===== config.mk =====
export PLATFORM = sky130hd
export DESIGN_NAME = counter_ctrl
export DESIGN_NICKNAME = d
export VERILOG_FILES = /design/src/rtl/counter_ctrl_pkg.sv /design/src/rtl/counter_ctrl_percnt.sv /design/src/rtl/counter_ctrl.sv
export SDC_FILE = /design/constraint.sdc
export NUM_CORES = 1
export LEC_CHECK = 0
export ABC_AREA = 0
export CAP_MARGIN = 20
export CORE_MARGIN = 10
export CORE_UTILIZATION = 49
export CTS_BUF_LIST = sky130_fd_sc_hd__clkbuf_16
export DETAILED_ROUTE_END_ITERATION = 8
export PLACE_DENSITY = 0.84
export SLEW_MARGIN = 10
export SYNTH_ARGS = -nofsm -noshare
export SYNTH_HDL_FRONTEND = slang
export SYNTH_HIERARCHICAL = 1
export SYNTH_SLANG_ARGS = --single-unit

===== constraint.sdc =====
create_clock -name CP -period 5 [get_ports CP]
set_input_delay 1.25 -clock CP [delete_from_list [all_inputs] [get_ports CP]]
set_output_delay 1.25 -clock CP [all_outputs]
set_load 0.03 [all_outputs]

===== src/rtl/counter_ctrl_pkg.sv =====
// Shared definitions for the counter_ctrl period controller: FSM state
// encodings, default parameters, direction constants and a state helper.
package counter_ctrl_pkg;

   localparam int PW_DEF       = 8;
   localparam int WD_LIMIT_DEF = 20;

   localparam logic DIR_UP = 1'b1;
   localparam logic DIR_DN = 1'b0;

   typedef logic [1:0] state_t;

   localparam logic [1:0] ST_IDLE = 2'd0;
   localparam logic [1:0] ST_LOAD = 2'd1;
   localparam logic [1:0] ST_RUN  = 2'd2;
   localparam logic [1:0] ST_FIN  = 2'd3;

   // The controller owns the external counter while loading or running.
   function automatic logic is_busy_state(input state_t s);
      return (s == ST_LOAD) || (s == ST_RUN);
   endfunction

endpackage


===== src/rtl/counter_ctrl_percnt.sv =====
// Period counter for counter_ctrl: PW-bit count of completed periods with
// synchronous clear and increment, plus a look-ahead terminal flag that is
// high when the next increment reaches a non-zero period target.
module counter_ctrl_percnt
   import counter_ctrl_pkg::*;
#(
   parameter int PW = PW_DEF
) (
   input  logic          clk,
   input  logic          clr,
   input  logic          clear,
   input  logic          inc,
   input  logic [PW-1:0] nper,
   output logic [PW-1:0] pcnt,
   output logic          term
);

   logic [PW-1:0] pcnt_q;
   logic [PW-1:0] pcnt_d;
   logic [PW-1:0] pcnt_inc;

   // Wraps naturally at 2^PW-1 -> 0; a zero target never terminates.
   assign pcnt_inc = pcnt_q + PW'(1);
   assign term     = (nper != '0) && (pcnt_inc == nper);
   assign pcnt     = pcnt_q;

   // Next count: clear on a new run, otherwise step on each period event.
   always_comb begin
      pcnt_d = pcnt_q;
      if (clear) begin
         pcnt_d = '0;
      end else if (inc) begin
         pcnt_d = pcnt_inc;
      end
   end

   // Count register.
   always_ff @(posedge clk) begin
      if (clr) begin
         pcnt_q <= '0;
      end else begin
         pcnt_q <= pcnt_d;
      end
   end

endmodule


===== src/rtl/counter_ctrl.sv =====
// counter_ctrl: drives a 74LS191-style 4-bit up/down counter as a
// programmable timer. Loads a preset, counts terminal (_Qcc) events as
// periods, reloads after each period and pulses DONE after NPER periods
// (NPER=0 runs until STOP). All outputs are registered.
// Optional checking is enabled by defining COUNTER_CTRL_CHECK_EN: the
// counter outputs are compared against the preset on the first RUN cycle
// after each load, and a watchdog flags a RUN that sees no _Qcc event
// within WD_LIMIT cycles. Either fault sets a sticky ERR and blocks START.
module counter_ctrl
   import counter_ctrl_pkg::*;
#(
   parameter int PW       = PW_DEF,
   parameter int WD_LIMIT = WD_LIMIT_DEF
) (
   input  logic          CP,
   input  logic          CLR,
   input  logic          START,
   input  logic          STOP,
   input  logic          DIR,
   input  logic [3:0]    PRESET,
   input  logic [PW-1:0] NPER,
   input  logic          Qa,
   input  logic          Qb,
   input  logic          Qc,
   input  logic          Qd,
   input  logic          _Qcc,
   output logic          M,
   output logic          _LD,
   output logic          A,
   output logic          B,
   output logic          C,
   output logic          D,
   output logic          BUSY,
   output logic          DONE,
   output logic [PW-1:0] PCNT,
   output logic          ERR
);

   state_t        state_q, state_d;
   logic          m_q, m_d;
   logic          ld_n_q, ld_n_d;
   logic [3:0]    data_q, data_d;
   logic [PW-1:0] nper_q, nper_d;
   logic          busy_q, busy_d;
   logic          done_q, done_d;

   logic          pc_clear;
   logic          pc_inc;
   logic          pc_term;
   logic          err_set;
   logic          check_fault;
   logic          start_block;

   counter_ctrl_percnt #(
      .PW(PW)
   ) u_percnt (
      .clk  (CP),
      .clr  (CLR),
      .clear(pc_clear),
      .inc  (pc_inc),
      .nper (nper_q),
      .pcnt (PCNT),
      .term (pc_term)
   );

`ifdef COUNTER_CTRL_CHECK_EN
   localparam int WD_W = $clog2(WD_LIMIT + 1);

   logic [WD_W-1:0] wd_q, wd_d;
   logic            err_q, err_d;
   logic            preset_bad;
   logic            wd_expire;

   // wd_q==0 marks the first RUN cycle after a load, when the counter
   // must be showing the preset it was just loaded with.
   assign preset_bad  = (wd_q == '0) && ({Qd, Qc, Qb, Qa} != data_q);
   assign wd_expire   = (wd_q == WD_W'(WD_LIMIT - 1));
   assign check_fault = (state_q == ST_RUN) && (preset_bad || (_Qcc && wd_expire));
   assign start_block = err_q;
   assign ERR         = err_q;

   // Watchdog: counts RUN cycles since the last load; any other state clears it.
   always_comb begin
      wd_d  = '0;
      err_d = err_q | err_set;
      if (state_q == ST_RUN) begin
         wd_d = wd_q + WD_W'(1);
      end
   end

   // Watchdog and sticky error registers.
   always_ff @(posedge CP) begin
      if (CLR) begin
         wd_q  <= '0;
         err_q <= 1'b0;
      end else begin
         wd_q  <= wd_d;
         err_q <= err_d;
      end
   end
`else
   logic unused_check_inputs;

   assign check_fault         = 1'b0;
   assign start_block         = 1'b0;
   assign ERR                 = 1'b0;
   assign unused_check_inputs = ^{Qa, Qb, Qc, Qd, err_set} ^ (WD_LIMIT > 0);
`endif

   // FSM next state, latched run setup and registered counter-pin values.
   always_comb begin
      state_d  = state_q;
      m_d      = m_q;
      data_d   = data_q;
      nper_d   = nper_q;
      pc_clear = 1'b0;
      pc_inc   = 1'b0;
      err_set  = 1'b0;

      case (state_q)
         ST_IDLE: begin
            if (START && !start_block) begin
               state_d  = ST_LOAD;
               m_d      = DIR;
               data_d   = PRESET;
               nper_d   = NPER;
               pc_clear = 1'b1;
            end
         end
         ST_LOAD: begin
            state_d = STOP ? ST_IDLE : ST_RUN;
         end
         ST_RUN: begin
            // STOP outranks a coincident period event.
            if (STOP) begin
               state_d = ST_IDLE;
            end else if (check_fault) begin
               err_set = 1'b1;
               state_d = ST_IDLE;
            end else if (!_Qcc) begin
               pc_inc  = 1'b1;
               state_d = pc_term ? ST_FIN : ST_LOAD;
            end
         end
         ST_FIN: begin
            state_d = ST_IDLE;
         end
         default: begin
            state_d = ST_IDLE;
         end
      endcase

      // Pin values track the state being entered so they are valid for
      // the whole cycle spent in that state.
      ld_n_d = (state_d != ST_LOAD);
      busy_d = is_busy_state(state_d);
      done_d = (state_d == ST_FIN);
   end

   // Control and output registers.
   always_ff @(posedge CP) begin
      if (CLR) begin
         state_q <= ST_IDLE;
         m_q     <= DIR_UP;
         ld_n_q  <= 1'b1;
         data_q  <= 4'd0;
         nper_q  <= '0;
         busy_q  <= 1'b0;
         done_q  <= 1'b0;
      end else begin
         state_q <= state_d;
         m_q     <= m_d;
         ld_n_q  <= ld_n_d;
         data_q  <= data_d;
         nper_q  <= nper_d;
         busy_q  <= busy_d;
         done_q  <= done_d;
      end
   end

   assign M    = m_q;
   assign _LD  = ld_n_q;
   assign A    = data_q[0];
   assign B    = data_q[1];
   assign C    = data_q[2];
   assign D    = data_q[3];
   assign BUSY = busy_q;
   assign DONE = done_q;

endmodule


==> metrics <==
outcome=completed; die height=between 70 and 80 µm; Cell Area, Synth=roughly 1200 µm²; Critical Path RT=5.15 ns; Final HPWL DP=2.19 mm; CP Capture Type=register; gpl congestion=0.946; Final Slew Violations=0; Non-Filler Instances=214; # hold bufs at CTS=0; Die ar.=about 5000 µm²; sequential area share after synthesis=0.421; FF+latch count, synth=26; hold_sp=data_q[1]$_SDFFE_PP0P_; Die Width=70.3 µm; highest-count cells in the layout ignoring fill and taps=33 x nand2_1, 33 x clkdlybuf4s50_1, 26 x dfxtp_1, 16 x nor2_1, 15 x a21oi_1; Primary FF master, synth=dfxtp_1; gr ovfl total=0; Worst Path Max Fanout=6; Hold Path Class=reg2reg; DR vias=1165; setup TNS=0 ns; Inserted Clock Buffers=3; first-pass GRT wire length=4.81 mm; share of cells above drive strength 1=0.0489; routed vias/inst=5.44; fill count=203; CORE AREA=2430 µm²; Area growth, synth to finish=32.6%; starting DRC count in detailed routing=between 60 and 70; initial antenna violation count=0; syn avg cell area=between 7 and 8 µm²; clock slew at reported path FFs=0.06 ns; NumNets Final=209; vias in the first global route=approximately 1100; Site Rows=18; pwr dens=279 nW/µm²; CTS tree=done; synth warn=6; Post-synth EDFFs=0; Ant. Diodes=0; antenna viol nets, final=0; clock buffer depth=2; H-tree depth=1; Top-Level Pins=39; placed cell count=211; Worst R2R End=BUSY$_SDFF_PP0_; routed len/inst=13.8 µm; Async S/R FF share, synth=0; IO buf count=33; highest clock rate=331 MHz; Initial Utilization=0.509; postcts setup bufs=0; Setup Skew=about 0.004 ns; post-CTS resize count=0; r2r worst-path depth=9; worst r2r src=u_percnt/pcnt[0]$_SDFFE_PP0P_; Critical Path AT=about 3.2 ns; hold path cells=2; DRT Pass-1 Iters=4; RSZ-0062 raised after global routing=false; worst slew pin tran=0.602 ns; Yosys cell types=35; placed inst area=1570 µm²; Setup crit start kind=input port; Residual DRC=0; Worst Hold Path EP=data_q[1]$_SDFFE_PP0P_; CTS root buffer=clkbuf_16; final instance area=between 1500 and 2000 µm²; Syn Nets=178; maximum vdd drop=0.000191 V; final setup vio count=0; max_slew headroom=0.598; largest net degree at the start of global routing=18; GRT Util Overall=0.112; clock sinks=26; clock latency on the worst-skew pair=0.25 ns; Hold Fails Final Rpt=0; reg2reg setup slack=~2.5 ns; Max-Cap Viols=0; LEAKAGE=0.592 nW; Tmin final=3.02 ns; routed wire length=2.95 mm; Synth Instances=approximately 160; period utilization=0.605; Hold Worst Slack=~0.46 ns; kind of critical path=in2reg
-- power by group --
| group | internal (mW) | switching [mW] | leakage, nW |
|---|---|---|---|
| Combinational | 0.0317 | 0.0333 | 0.342 |
| Sequential | 0.216 | 0.00700 | 0.212 |
| Clock | 0.106 | 0.0646 | 0.0370 |
| Total | 0.353 | 0.105 | 0.592 |
-- through the flow --
stage,power [mW],setup WS [ns],util
after detailed placement,0.292,1.72,0.644
after global routing,0.479,1.80,0.674
final,0.458,1.98,0.674
after floorplan,0.266,2.38,-
after CTS,0.461,1.99,0.674
after global placement,0.290,1.75,0.644
-- metal layers --
metal	wire length (µm)	GRT usage	vias to the layer above	share of wire
met1	1190	0.121	545	0.40
met4	27	0.0373	0	0.0092
li1	-	-	580	-
met2	1480	0.192	36	0.50
met5	0	0	-	0
met3	251	0.0466	4	0.085
-- logic make-up after synthesis --
family | after synthesis | share of synthesized area
mux | 3 | 0.0253
simple gates | 71 | 0.261
compound gates | 29 | 0.135
xor+xnor | 15 | 0.106
flops | 26 | 0.421
fa+ha+maj | 1 | 0.0101
other cells | 1 | 0.00303
buf+inv | 9 | 0.0384
-- final cells by class --
class                      instances  area, µm²  area share
timing repair buffer              33        330       0.201
sequential                        26        520       0.317
clock buffer                       3       75.1      0.0458
multi-input combinational        120        669       0.408
tap                               30       37.5      0.0229
inverter                           2       7.51     0.00458
-- synth_stat cells, drive strengths merged, types with 2 or more instances --
cell type	number	area (µm²)
buf	4	28.8
or3b	2	17.5
o21ai	7	35.0
xnor2	7	61.3
dfxtp	26	521
or2	2	12.5
a211oi	3	27.5
nand3	4	20.0
inv	2	7.50
mux2i	2	20.0
nor2	16	60.1
nor3	5	25.0
nand2	33	124
clkbuf	3	11.3
a31oi	2	12.5
a21oi	15	75.1
xor2	8	70.1
-- flip-flops by register name, summed over array words and instances (netlist names) --
register / cells
BUSY: 1
DONE: 1
M: 1
_LD: 1
data_q: 4
nper_q: 8
state_q: 2
u_percnt/pcnt: 8
-- worst max-delay path by stage --
| stage | startpoint | endpoint | slack [ns] | cells after the start |
|---|---|---|---|---|
| 2_1_floorplan | _Qcc | u_percnt/pcnt[7]$_SDFFE_PP0P_ | 2.38 | 6 |
| 3_3_place_gp | STOP | u_percnt/pcnt[7]$_SDFFE_PP0P_ | 1.75 | 7 |
| 3_5_place_dp | STOP | u_percnt/pcnt[7]$_SDFFE_PP0P_ | 1.72 | 7 |
| 4_1_cts | STOP | u_percnt/pcnt[7]$_SDFFE_PP0P_ | 1.99 | 7 |
| 5_1_grt | STOP | u_percnt/pcnt[7]$_SDFFE_PP0P_ | 1.80 | 7 |
| 6_report | STOP | u_percnt/pcnt[7]$_SDFFE_PP0P_ | 1.98 | 7 |
-- worst max-delay path, cell delays in order --
cell             delay, ns
clkdlybuf4s50_1       0.48
or3b_1                0.41
nor2_1                0.33
nand4_1               0.24
nor3_1                0.25
xnor2_1               0.15
nor2_1                0.05
(Power assumes the default switching activity.)
